### config.mk
export PLATFORM = sky130hd
export DESIGN_NAME = fpu_dispatch
export DESIGN_NICKNAME = d
export VERILOG_FILES = /design/src/rtl/fpu_pkg.sv /design/src/rtl/fpu_instr_fifo.sv /design/src/rtl/fpu_dispatch.sv
export SDC_FILE = /design/constraint.sdc
export NUM_CORES = 1
export LEC_CHECK = 0
export ABC_AREA = 0
export BUFFER_PORTS_ARGS = -buffer_cell sky130_fd_sc_hd__buf_2
export CAP_MARGIN = 20
export CORE_AREA = 5 5 189 100
export CTS_BUF_LIST = sky130_fd_sc_hd__clkbuf_2 sky130_fd_sc_hd__clkbuf_4 sky130_fd_sc_hd__clkbuf_8
export CTS_CLUSTER_DIAMETER = 60
export CTS_CLUSTER_SIZE = 8
export DETAILED_ROUTE_END_ITERATION = 16
export DIE_AREA = 0 0 194 105
export GPL_ROUTABILITY_DRIVEN = 0
export PLACE_DENSITY = 0.83
export SLEW_MARGIN = 20
export SYNTH_ARGS = -nofsm -noshare
export SYNTH_HDL_FRONTEND = slang
export SYNTH_SLANG_ARGS = --single-unit
export TNS_END_PERCENT = 10
### constraint.sdc
create_clock -name clk -period 6.93 [get_ports clk]
set_input_delay 1.0395 -clock clk [delete_from_list [all_inputs] [get_ports clk]]
set_output_delay 1.0395 -clock clk [all_outputs]
set_load 0.05 [all_outputs]
### src/rtl/fpu_pkg.sv
// fpu_pkg: opcodes, dispatcher states and instruction field slices
package fpu_pkg;
    localparam logic [5:0] OP_NOP   = 6'b000000;
    localparam logic [5:0] OP_ADD   = 6'b110000;
    localparam logic [5:0] OP_SUB   = 6'b110001;
    localparam logic [5:0] OP_MUL   = 6'b110010;
    localparam logic [5:0] OP_DIV   = 6'b110011;
    localparam logic [5:0] OP_CMP   = 6'b110100;
    localparam logic [5:0] OP_REV   = 6'b110101;
    localparam logic [5:0] OP_ROUND = 6'b110110;
    localparam logic [5:0] OP_LOAD  = 6'b001010;
    localparam logic [5:0] OP_STORE = 6'b001011;

    typedef enum logic [2:0] {IDLE, LD_WAIT, LD_WR, ST_CAP, ST_HOLD} state_t;

    function automatic logic [5:0] f_op(input logic [31:0] i);
        return i[31:26];
    endfunction

    function automatic logic [4:0] f_rs(input logic [31:0] i);
        return i[25:21];
    endfunction

    function automatic logic [4:0] f_rt(input logic [31:0] i);
        return i[20:16];
    endfunction

    function automatic logic [4:0] f_rd(input logic [31:0] i);
        return i[15:11];
    endfunction

    function automatic logic [15:0] f_imm(input logic [31:0] i);
        return i[15:0];
    endfunction

    function automatic logic is_alu(input logic [5:0] op);
        return op >= OP_ADD && op <= OP_ROUND;
    endfunction
endpackage

### src/rtl/fpu_instr_fifo.sv
// fpu_instr_fifo: DEPTH x W synchronous FIFO, wrap-bit pointers, head read combinationally
module fpu_instr_fifo #(
    parameter int DEPTH = 4,
    parameter int W = 32
) (
    input  logic         clk,
    input  logic         rst_n,
    input  logic         push,
    input  logic         pop,
    input  logic [W-1:0] wdata,
    output logic [W-1:0] rdata,
    output logic         full,
    output logic         empty
);
    localparam int AW = $clog2(DEPTH);
    logic [AW:0]  wptr, rptr;
    logic [W-1:0] mem [DEPTH];
    logic         do_push, do_pop;
    assign empty   = wptr == rptr;
    assign full    = (wptr ^ rptr) == {1'b1, {AW{1'b0}}};
    assign do_push = push && !full;
    assign do_pop  = pop && !empty;
    assign rdata   = mem[rptr[AW-1:0]];
    always_ff @(posedge clk or negedge rst_n) begin
        if (!rst_n) begin
            wptr <= '0;
            rptr <= '0;
        end else begin
            if (do_push) wptr <= wptr + 1'b1;
            if (do_pop) rptr <= rptr + 1'b1;
        end
    end
    always_ff @(posedge clk) begin
        if (do_push) mem[wptr[AW-1:0]] <= wdata;
    end
endmodule

### src/rtl/fpu_dispatch.sv
// fpu_dispatch: buffers FP instructions and issues them to the coprocessor in order,
// sequencing float loads into the register file and stores back to the core
module fpu_dispatch
    import fpu_pkg::*;
#(
    parameter int         DEPTH    = 4,
    parameter logic [5:0] LOAD_OP  = OP_LOAD,
    parameter logic [5:0] STORE_OP = OP_STORE
) (
    input  logic        clk,
    input  logic        rst_n,
    input  logic        in_valid,
    output logic        in_ready,
    input  logic [31:0] in_instr,
    output logic        ld_req,
    output logic [15:0] ld_imm,
    input  logic        mem_rvalid,
    input  logic [31:0] mem_rdata,
    output logic        st_valid,
    input  logic        st_ready,
    output logic [31:0] st_data,
    input  logic        cache_done,
    input  logic [31:0] cop_outdata,
    output logic [5:0]  opcode,
    output logic [4:0]  addr_reg_in1,
    output logic [4:0]  addr_reg_in2,
    output logic [4:0]  addr_destination,
    output logic [4:0]  write_address,
    output logic        write_data_enable,
    output logic [31:0] inputdata_float,
    output logic        illegal,
    output logic        busy
);
    state_t      state;
    logic [31:0] head, ld_data;
    logic [4:0]  ld_rt;
    logic [5:0]  op;
    logic        empty, full, pop, ready_head;
    logic        iss_alu, iss_st, iss_ld, drop;

    fpu_instr_fifo #(.DEPTH(DEPTH), .W(32)) u_fifo (
        .clk   (clk),
        .rst_n (rst_n),
        .push  (in_valid),
        .pop   (pop),
        .wdata (in_instr),
        .rdata (head),
        .full  (full),
        .empty (empty)
    );

    assign in_ready   = !full;
    assign op         = f_op(head);
    assign ready_head = state == IDLE && !empty;
    // Loads bypass the cache_done gate: they only request memory, the write is gated later
    assign iss_alu = ready_head && is_alu(op) && !cache_done;
    assign iss_st  = ready_head && op == STORE_OP && !cache_done;
    assign iss_ld  = ready_head && op == LOAD_OP;
    assign drop    = ready_head && !is_alu(op) && op != STORE_OP && op != LOAD_OP;
    assign pop     = iss_alu || iss_st || iss_ld || drop;

    assign opcode            = iss_alu ? op : iss_st ? STORE_OP : OP_NOP;
    assign addr_reg_in1      = iss_alu ? f_rs(head) : '0;
    assign addr_reg_in2      = (iss_alu || iss_st) ? f_rt(head) : '0;
    assign addr_destination  = iss_alu ? f_rd(head) : '0;
    assign write_data_enable = state == LD_WR;
    assign write_address     = write_data_enable ? ld_rt : '0;
    assign inputdata_float   = write_data_enable ? ld_data : '0;
    assign ld_req            = iss_ld;
    assign ld_imm            = iss_ld ? f_imm(head) : '0;
    assign illegal           = drop;
    assign st_valid          = state == ST_HOLD;
    assign busy              = !empty || state != IDLE;

    always_ff @(posedge clk or negedge rst_n) begin
        if (!rst_n) begin
            state   <= IDLE;
            ld_rt   <= '0;
            ld_data <= '0;
            st_data <= '0;
        end else begin
            case (state)
                IDLE: begin
                    if (iss_ld) begin
                        ld_rt <= f_rt(head);
                        state <= LD_WAIT;
                    end else if (iss_st) state <= ST_CAP;
                end
                LD_WAIT: begin
                    if (mem_rvalid) begin
                        ld_data <= mem_rdata;
                        state   <= LD_WR;
                    end
                end
                LD_WR:   if (!cache_done) state <= IDLE;
                ST_CAP: begin
                    st_data <= cop_outdata;
                    state   <= ST_HOLD;
                end
                ST_HOLD: if (st_ready) state <= IDLE;
                default: state <= IDLE;
            endcase
        end
    end
endmodule

# Yosys cells after proc, flatten, opt, wreduce, memory -nomap -nowiden

Memory sizes are Yosys's and may differ from the RTL's.
Index checks and enable logic that the tools add are counted.
W data, S select, Z words.

Memories: 1
RAM bits: 128
Word-level logic and storage cells: 67
Output and inout bits: 112
Input bits: 102
Register bits after elaboration: 78

Memories:

| name       | depth | bits a word | read ports | clocked after Yosys merged registers in | wr ports | line                 | RTL |
|---|---|---|---|---|---|---|---|
| u_fifo.mem | 4     | 32          | 1          | 0                                       | 1        | fpu_instr_fifo.sv:17 | `logic [W-1:0] mem [DEPTH];` |

Bitwise operators: 1
$lt $le $gt $ge: 2
Add/subtract/negate cells: 2
Muxes and demuxes: 16
Eq/ne operators: 14
Reductions and logical operators: 25

Operator list:

| operator              | count |
|---|---|
| $mux W32              | 1 |
| $mux W5               | 4 |
| $mux W16              | 1 |
| $mux W3               | 5 |
| $pmux W3 S5           | 1 |
| $eq A6 B4 Y1 const B  | 2 |
| $logic_and A1 B1 Y1   | 12 |
| $ne A6 B4 Y1 const B  | 2 |
| $add A3 B1 Y3 const B | 2 |
| $eq A3 B2 Y1 const B  | 2 |
| $eq A3 B3 Y1 const B  | 2 |
| $ge A6 B6 Y1 const B  | 1 |
| $le A6 B6 Y1 const B  | 1 |
| $mux W6               | 1 |
| $logic_not A1 Y1      | 4 |
| $logic_or A1 B1 Y1    | 4 |
| $mux W4               | 1 |
| $ne A2 B2 Y1 const B  | 2 |
| $reduce_and A2 Y1     | 2 |
| $reduce_and A4 Y1     | 1 |
| $eq A3 B1 Y1 const B  | 1 |
| $eq A3 B3 Y1          | 1 |
| $logic_not A3 Y1      | 1 |
| $ne A3 B3 Y1 const B  | 1 |
| 4 further kinds       | 5 |

# Longest topological paths before layout

Word-level depth: 9
Mapped depth: 7
Depth with buffers taken out: 5

# Hierarchy

From an unflattened synthesis, not the netlist that was laid out.

Cells, all modules: 474
Area total of the unflattened synthesis: 8,365.5 um^2

By module, submodules not included:

| module         | area an instance (um^2) | cells each | seq. area each (um^2) | times used |
|---|---|---|---|---|
| fpu_instr_fifo | 5,078.6                 | 216        | 3,993.8               | 1 |
| fpu_dispatch   | 3,286.9                 | 258        | 1,801.7               | 1 |

# Least setup slack after synthesis

OpenSTA, ideal clock, no wires.

Kind: register to output
Start: register u_fifo.rptr[0]
End: output port opcode[5]
Stages on the path, launching flop included: 5
Path slack: 3.093 ns
Arrival time: 2.798 ns
Buffers on the path: 1
Data required time: 5.890 ns
Cell sequence: dfrtp_1 buf_6 mux4_1 nand3b_1 nor4_1

Cells in the longest elaborated chain, start to end: 6

RTL lines:

| item                                           | line                              | RTL |
|---|---|---|
| start, declared                                | fpu_instr_fifo.sv:16              | `logic [AW:0] wptr, rptr;` |
| start signal, assigned                         | fpu_instr_fifo.sv:30              | `if (do_pop) rptr <= rptr + 1'b1;` |
| $mem_v2 Z4 W32 or $eq A3 B3 Y1 (tied branches) | -                                 |  |
| $ge A6 B6 Y1 (tied with other cells)           | fpu_pkg.sv:37                     | `return op >= OP_ADD && op <= OP_ROUND;` |
| $logic_and A1 B1 Y1 (on tied branches)         | fpu_pkg.sv:37, fpu_dispatch.sv:54 |  |
| $logic_and A1 B1 Y1 (2 in series)              | fpu_dispatch.sv:56                | `assign iss_alu = ready_head && is_alu(op) && !cache_done;` |
| $mux W6 (*)                                    | fpu_dispatch.sv:62                | `assign opcode = iss_alu ? op : iss_st ? STORE_OP : OP_NOP;` |
| end, declared                                  | fpu_dispatch.sv:24                | `output logic [5:0] opcode,` |

Mark *: on every way between the ends. The rest lies on a longest branch, timed or not.

# Worst setup path after layout

Start: register u_fifo.rptr[0]
End: output port opcode[0]

Cells in the longest elaborated chain, start to end: 7

RTL lines:

| item                                                                   | line |
|---|---|
| parallel branches: the longest is 6 deep, another holds $mem_v2 Z4 W32 | - |
| $mux W6 (*)                                                            | fpu_dispatch.sv:62 |

Every way passes the cells marked *.

==> run metrics <==
Vias per Instance=a little over 5; Filler Cell Count=around 1,300; setup bufs post-CTS=0; first-pass GRT wire length=28,490 um; final WL=18,000 um; max_slew headroom=41.57%; register area=about 5800 um2; Crit Path Class=flop to primary output; Leakage=4.383 nW; CP Max Fanout=17; synthesized cell area=8293 um2; final hold vios=0; fmax=between 200 and 250 MHz; worst-margin pin slew=0.8765 ns; core footprint=16,970 um2; I/O Buffers=around 210; Worst-Skew Late Latency=0.54 ns; Wirelength per Cell=19.19 um; final-report setup violation count=0; TritonCTS Sinks=206; Critical Path AT=about 3.5 ns; worst clock skew=between 0.03 and 0.04 ns; Synthesis Warnings=0; # H-tree levels=1; die span in x=around 190 um; Crit. End Element=primary output; Vias=4,784; share of post-route cells with drive strength above 1=53.98%; Rows=34; Hold Crit Class=flop to flop; Starting Density=between 40% and 50%; post-synth cell types=35; Reg clk slew, reported paths=around 0.07 ns; commonest non-fill, non-tap cells in the layout=buf_2, edfxtp_1, dfrtp_1; largest net degree at the start of global routing=79; Multi-input gate area=2420 um2; antenna cells=0; post-synthesis cell count=460; total track usage=roughly 17%; RSZ-0062 raised after global routing=no; CTS root buf=clkbuf_8; nets=794; first drt pass iteration count=4; syn avg cell area=18.03 um2; post-CTS sizing=0; Hold Slack=approximately 0.49 ns; CP startpoint kind=flop; CTS buffer count=29; commonest non-fill, non-tap cell in the layout=buf_2; initial antenna violation count=4; fin crit period=4.576 ns; r2r setup slk=3.77 ns; setup_tns=0 ns; Area Overhead vs Synth=22.71%; CTS Hold Bufs=0; clock buffer depth=3; DRC Markers=0; post-synthesis sequential area ratio=69.89%; CTS tree=built; DIE AREA=20,370 um2; CP required=5.89 ns; antenna-violating nets left=0; Ports=214; total gr overflow=0; DP Wirelength=12,570 um; Initial DRC Count=333; Final Cycle Share=~66%; vias in the first global route=around 5,200; Peak VDD IR=between 0.0002 and 0.0003 V; Max Transition Viols Final=0; synthesized net count=roughly 570; PwrDens=464.8 nW/um2; chip height=around 110 um; Max-Cap Viols=0; outcome=finished, final reports clean; Yosys reg bits=roughly 210
-- metal layers --
layer	vias up	share of wire (%)	routed length, um	track usage [%]
met1	2389	43	7820	23.37
met3	48	6.8	1221	4.759
met2	157	47	8491	28.20
met5	-	0.30	54	0
met4	8	2.3	415	4.363
li1	2182	-	-	-
-- where the power goes --
group          switching, mW  leakage, nW  internal (mW)
logic                   1.23         1.95          0.661
registers              0.213         2.13           1.72
clock network          0.415        0.299          0.491
total                   1.86         4.38           2.87
-- final timing paths --
kind	cells after the start	endpoint	start
setup / recovery	6	opcode[0]	u_fifo.rptr[0]
min in group asynchronous	1	ld_data[23]	rst_n
max in group asynchronous	1	u_fifo.rptr[1]	rst_n
setup reg to reg	5	u_fifo.rptr[1]	u_fifo.rptr[0]
hold reg to reg	1	u_fifo.rptr[2]	u_fifo.rptr[2]
hold / removal	1	u_fifo.rptr[2]	u_fifo.rptr[2]
-- critical path: stages (launching register included) --
cell       delay [ns]
dfrtp_2          0.72
mux4_1           0.65
nand3b_1         0.32
o2bb2ai_1        0.70
nand2_1          0.17
nor2_1           0.14
buf_2            0.29
-- cell type report --
| class | count | share of cell area, % |
|---|---|---|
| sequential | 206 | 56.98 |
| multi-input combinational | 229 | 23.78 |
| timing repair buffer | 217 | 10.83 |
| clock buffer | 48 | 5.385 |
| tap | 234 | 2.877 |
| inverter | 4 | 0.1475 |
-- state kept, by name, indices dropped and copies added, names as in the netlist --
name,count
state,3
u_fifo.rptr,3
ld_data,32
st_data,32
u_fifo.wptr,3
ld_rt,5
u_fifo.mem,128
-- stage by stage --
step	worst slack (ns)	power (mW)	area (um2)	std cells	utilization [%]
6_report	2.354	4.730	10180	938	59.95
5_1_grt	2.163	4.973	10180	938	59.95
4_1_cts	1.911	4.770	10160	938	59.85
3_5_place_dp	2.543	3.852	9610	890	56.62
3_3_place_gp	2.722	3.779	9610	890	56.62
2_1_floorplan	3.093	3.352	8293	460	-
-- synth_stat cells (all sizes together) --
cell type / number / share of area [%]
mux2: 71 / 9.8
nor4: 2 / 0.15
a21oi: 1 / 0.060
nor3b: 2 / 0.18
nor2b: 13 / 0.98
buf: 5 / 0.45
a31o: 1 / 0.11
and2b: 4 / 0.36
o31ai: 1 / 0.091
inv: 4 / 0.18
edfxtp: 128 / 46
and2: 50 / 3.8
nand2: 5 / 0.23
clkbuf: 16 / 0.72
nand2b: 1 / 0.075
or2: 1 / 0.11
o21ai: 2 / 0.12
xnor2: 2 / 0.21
dfrtp: 78 / 24
nor2: 8 / 0.36
a22o: 1 / 0.11
a311oi: 1 / 0.11
nand3b: 4 / 0.41
xor2: 5 / 0.53
and3: 11 / 0.83
mux4: 32 / 8.8
nor4b: 1 / 0.29
o21a: 1 / 0.091
nor3: 3 / 0.18
o2bb2ai: 1 / 0.11
ha: 5 / 0.75
-- kinds of logic after synthesis --
logic type      Yosys count  synth area share [%]
mux                     103                 18.56
buf+inv                  25                 1.358
compound gates            9                0.7846
xor+xnor                  7                0.7393
simple gates            105                 7.921
fa+ha+maj                 5                0.7544
flops                   206                 69.89
(Power assumes the default switching activity.)
